`src/rtl/exception_sequencer.sv`:
```
// Exception sequencer: saves EPC, fetches the exception-vector word and loads the handler address into the PC.
// Optional Cause register built only when EXC_CAUSE_REG_EN is defined.
module exception_sequencer #(
   parameter logic [31:0] VEC_ADDR = 32'd252,
   parameter int          MEM_LAT  = 2
) (
   input  logic        clk,
   input  logic        reset,
   input  logic        overflow,
   input  logic        bad_opcode,
   input  logic [31:0] pc_in,
   input  logic [31:0] mem_data,
   output logic [31:0] mem_addr,
   output logic        mem_rd,
   output logic [31:0] epc,
   output logic [31:0] new_pc,
   output logic        pc_load,
   output logic        busy,
   output logic [31:0] cause
);

   typedef enum logic [2:0] {IDLE, SAVE, FETCH, WAIT, LOAD} state_t;

   localparam logic [2:0] CNT_INIT = 3'(MEM_LAT - 1);

   state_t      state, state_nxt;
   logic [2:0]  cnt;
   logic        ev_ovf;
   logic [31:0] handler;
   logic        mem_data_unused;

   assign mem_data_unused = ^mem_data[31:16];
   assign handler = ev_ovf ? {24'b0, mem_data[7:0]} : {24'b0, mem_data[15:8]};

   always_ff @(posedge clk or negedge reset) begin
      if (!reset) state <= IDLE;
      else        state <= state_nxt;
   end

   always_comb begin
      state_nxt = state;
      case (state)
         IDLE:    if (overflow || bad_opcode) state_nxt = SAVE;
         SAVE:    state_nxt = FETCH;
         FETCH:   state_nxt = WAIT;
         WAIT:    if (cnt == 3'd0) state_nxt = LOAD;
         LOAD:    state_nxt = IDLE;
         default: state_nxt = IDLE;
      endcase
   end

   always_comb begin
      busy     = (state != IDLE);
      mem_rd   = (state == FETCH);
      mem_addr = (state == FETCH) ? VEC_ADDR : 32'd0;
      pc_load  = (state == LOAD);
   end

   // The handler byte is captured on the edge that enters LOAD, so new_pc is
   // already valid during the single cycle that pc_load is high.
   always_ff @(posedge clk or negedge reset) begin
      if (!reset) begin
         ev_ovf <= 1'b0;
         cnt    <= 3'd0;
         epc    <= 32'd0;
         new_pc <= 32'd0;
      end else begin
         case (state)
            IDLE:  if (overflow || bad_opcode) ev_ovf <= overflow;
            SAVE:  epc <= pc_in - 32'd4;
            FETCH: cnt <= CNT_INIT;
            WAIT:  begin
               if (cnt != 3'd0) cnt <= cnt - 3'd1;
               else             new_pc <= handler;
            end
            default: ;
         endcase
      end
   end

`ifdef EXC_CAUSE_REG_EN
   always_ff @(posedge clk or negedge reset) begin
      if (!reset)              cause <= 32'd0;
      else if (state == SAVE)  cause <= ev_ovf ? 32'd12 : 32'd10;
   end
`else
   assign cause = 32'd0;
`endif

endmodule

```
`config.mk`:
```
export PLATFORM = sky130hd
export DESIGN_NAME = exception_sequencer
export DESIGN_NICKNAME = d
export VERILOG_FILES = /design/src/rtl/exception_sequencer.sv
export SDC_FILE = /design/constraint.sdc
export NUM_CORES = 1
export LEC_CHECK = 0
export ABC_AREA = 1
export CAP_MARGIN = 20
export CORE_MARGIN = 10
export CORE_UTILIZATION = 30
export CTS_CLUSTER_DIAMETER = 30
export CTS_CLUSTER_SIZE = 28
export DETAILED_ROUTE_END_ITERATION = 8
export GPL_TIMING_DRIVEN = 1
export PLACE_DENSITY = 0.7
export SLEW_MARGIN = 10
export SYNTH_ARGS = -nofsm -noshare
export SYNTH_HDL_FRONTEND = slang
export SYNTH_SLANG_ARGS = --single-unit
```
`constraint.sdc`:
```
create_clock -name clk -period 1.6 [get_ports clk]
set_clock_uncertainty 0.2 [all_clocks]
set_input_delay 0.16 -clock clk [delete_from_list [all_inputs] [get_ports clk]]
set_output_delay 0.16 -clock clk [all_outputs]
set_load 0.05 [all_outputs]
```
==> results.md <==
| Step | Result | Reported |
|:---|:---|:---|
| outcome | Outcome | finished, violations left |
| outcome | Failing checks | setup timing |
| clock tree | Number of buffers created by CTS | 5 |
| setup path | Data required time at the worst endpoint | 1.24 ns |
| sta | Top achievable clock speed | 0.6074 GHz |
| yosys | Number of library cell types mapped by synthesis | 32 |
| setup path | Gate family responsible for the most delay along the worst path | buffers and inverters |
| setup path | Critical Path Sink Type | output pin |
| yosys | Per-instance average area after synthesis | 7.450 µm² |
| yosys | EDFF count, synth | 0 |
| setup path | Worst path slowest cell | dfrtp_1 |
| sta | Final Slew Violations | 0 |
| clock tree | Clock Tree Buf Depth | 2 |
| drt | Post-Route WL | 11680 µm |
| setup path | Most used cell, CP | buf_12 |
| power and ir drop | Sw Share | 47.57% |
| power and ir drop | Net switching component of the power | 5677 µW |
| drt | Per-cell via count in the routed design | 4.234 |
| yosys | Area share of the leading cell type in the synthesized netlist | 34.55% |
| grt | Total global routing overflow | 0 |
| yosys | Cell area after synthesis | 3405 µm² |
| floorplanning | Total die area | 16010 µm² |
| layout | Synthesis-to-finish area growth | 65.38% |
| layout | Final-stage net count | 685 |
| yosys | Most used flip-flop cell after synthesis | dfrtp_1 |
| power and ir drop | Power density over cell area | 2120 nW/µm² |
| clock tree | Clock Latency Late Sink | 0.29 ns |
| placement | Dpl cell area | 5035 µm² |
| power and ir drop | Sequential group share of total power | 20.2% |
| sta | Fin crit period | 1.646 ns |
| floorplanning | I/O Pins | 199 |
| floorplanning | Width of the die | 126.5 µm |
| layout | Share of final-layout standard cells stronger than drive strength 1 | 30.73% |
| sta | Setup repair after global routing missed its margin | true |
| yosys | Most area-consuming cells after synthesis | dfrtp_1 (35%), buf_4 (20%), nand2_1 (12%), nor2_1 (8.4%), inv_1 (3.3%) |
| yosys | Asr flop ratio synth | 100.0% |
| layout | Antenna diode count | 0 |
| clock tree | CTS H-tree depth | 2 |
| grt | Aggregate global-route resource usage | 13.39% |
| placement | Post-DP HPWL | 9188 µm |
| placement | Global placement routability congestion | 0.8810 |
| grt | Wire length of the first global-routing pass | 17880 µm |
| power and ir drop | Internal power | 6258 µW |
| yosys | Share of the yosys chip area belonging to registers | 34.55% |
| layout | Finished Cell Area | 5630 µm² |
| sta | Worst Hold Margin | 0.03602 ns |
| grt | Number of antenna violations at the first check in global routing | 0 |
| sta | Final setup violating endpoints | 22 |
| run | Number of maximum-capacitance constraint violations | 0 |
| power and ir drop | Total Power Consumption | 11930 µW |
| yosys | Cell taking the most area after synthesis | dfrtp_1 |
| setup path | Slowest stage delay, CP | 0.37 ns |
| setup path | Ordered list of cells on the worst path | buf_6 -> nand2_2 -> nor2_4 -> buf_12 -> buf_12 |
| drt | Post-detailed-route wirelength per cell | 15.46 µm |
| clock tree | # clock sinks | 47 |
| placement | Port Buf Inserts | 100 |
| drt | Routed vias | 3197 |
| power and ir drop | Clock group share of total power | 9.3% |
| yosys | Synth Instances | 457 |
| min path | Class of the most critical hold timing path | in -> reg |
| sta | Setup WS post-layout | -0.04633 ns |
| clock tree | Clock-pin slew reported for the worst setup and hold paths after clock tree synthesis | 0.07 ns |
| clock tree | Clock tree from TritonCTS | built |
| drt | Number of routed nets with antenna violations | 0 |
| drt | Iteration count of the initial detailed-routing pass | 4 |
| power and ir drop | P_leak | 0.002680 µW |
| floorplanning | Effective utilization at floorplan | 31.00% |
| setup path | Buffers and inverters on the worst path | 3 |
| setup path | Type of origin of the critical path | flip-flop |
| setup path | Worst path arrival time | 1.29 ns |
| yosys | Synth warnings | 0 |
| setup path | Crit Path Category | reg -> out |
| drt | Detailed-route DRC error count | 0 |
| layout | Final core utilization | 51.26% |
| yosys | Commonest cells post-synth | nand2_1 (105), buf_4 (89), nor2_1 (76) |
| floorplanning | Die height | 126.5 µm |
| sta | Total count of hold-check failures in the final report | 0 |
| setup path | Highest net fanout along the worst path | 7 |
| floorplanning | Floorplan core area | 10980 µm² |
| power and ir drop | Worst voltage drop across the vdd grid | 1537 µV |
| clock tree | CTS root buffer | clkbuf_16 |
| yosys | Most used standard cell by instance count after synthesis | nand2_1 |
| sta | Share of the cycle needed by the critical path after routing | 102.9% |
| yosys | Register bit total from synthesis | 47 |
| drt | Drt initial violations | 125 |
| grt | Maximum number of pins on one net before global-route repair | 48 |
| grt | Vias in the first global route | 3455 |
| floorplanning | Number of core rows | 38 |
| power and ir drop | Comb power frac | 70.5% |
-- registers in the layout (all words and copies together), names as in the netlist --
signal / flops
new_pc: 8
ev_ovf: 1
state: 3
epc: 32
cnt: 3
-- final cells by class --
type,instances,area [µm²]
Sequential cell,47,1176
Clock buffer,5,125.1
Fill cell,1022,5353
Clock inverter,3,26.28
Tap cell,140,175.2
Timing Repair Buffer,165,2131
Multi-Input combinational cell,363,1872
Inverter,32,125.1
-- power groups by stage --
stage,registers [µW],logic (µW),clock network [µW]
final,2410,8410,1110
after global routing,2490,8820,1190
after CTS,2410,7720,1140
after detailed placement,2420,7520,0
after global placement,2410,7410,0
after floorplan,3830,2580,0
-- worst reg2reg max path, delay by kind of cell (launching register included) --
kind | cells | cell delay (ns)
buffers and inverters | 5 | 0.70
AND/OR/NAND/NOR | 3 | 0.26
flip-flops | 1 | 0.41
-- placed cells by master (no fill, tap or decap), types with 7 or more instances in the layout --
cell / netlist / routed
nor2_2: 2 / 10
buf_4: 89 / 46
inv_2: 2 / 8
o21ai_0: 10 / 7
nor2_4: 4 / 8
inv_1: 30 / 23
dfrtp_1: 47 / 47
nand2_2: 5 / 14
o21a_1: 9 / 9
buf_6: 2 / 9
xor2_1: 9 / 8
nand3_1: 18 / 13
clkbuf_16: 0 / 8
o21ai_2: 6 / 9
nand2_1: 105 / 96
nor2_1: 76 / 64
o21ai_1: 7 / 7
nand3_2: 2 / 7
buf_12: 0 / 53
conb_1: 1 / 82
clkdlybuf4s50_1: 0 / 45
-- metrics by stage --
stage | setup WS (ns) | TNS, ns | cells
2_1_floorplan | 0.03700 | 0 | 538
3_3_place_gp | -0.2887 | -5.175 | 727
3_5_place_dp | -0.3104 | -6.055 | 727
4_1_cts | -0.05409 | -0.4295 | 744
5_1_grt | -0.09798 | -2.573 | 755
6_report | -0.04633 | -0.5211 | 755
-- per-layer routing --
metal  global-route usage [%]  part of all wire (%)  vias to the layer above
met5                        0                     0                        -
met4                    3.684                   1.5                        0
met3                    4.540                   6.9                       14
met2                    24.06                    52                      105
met1                    14.60                    40                     1492
li1                         -                     -                     1586
-- repair_timing --
item,CTS,global route
endpoints found under the setup margin,18,49
gates cloned,0,5
gates resized for setup,10,65
hold buffers,1,0
setup buffers,8,6
pin swaps,3,17
hold endpoints to repair,47,0
-- final timing paths --
path,cells after the start,to,slack [ns],start
setup / recovery,5,mem_addr[6],-0.05,state[1]
hold reg to reg,2,epc[0],0.34,epc[0]
max in group asynchronous,3,epc[28],0.77,reset
hold / removal,3,epc[5],0.04,pc_in[5]
setup reg to reg,8,epc[21],-0.04,state[2]
min in group asynchronous,3,epc[27],0.17,reset
-- cell families after synthesis --
| logic type | count (synthesis) | synth area share [%] |
|---|---|---|
| flops | 47 | 34.55 |
| xor+xnor | 10 | 2.573 |
| other cells | 1 | 0.1101 |
| buf+inv | 128 | 24.77 |
| simple gates | 220 | 27.53 |
| fa+ha+maj | 3 | 1.103 |
| compound gates | 48 | 9.371 |
Power figures use the tool's default switching activity.
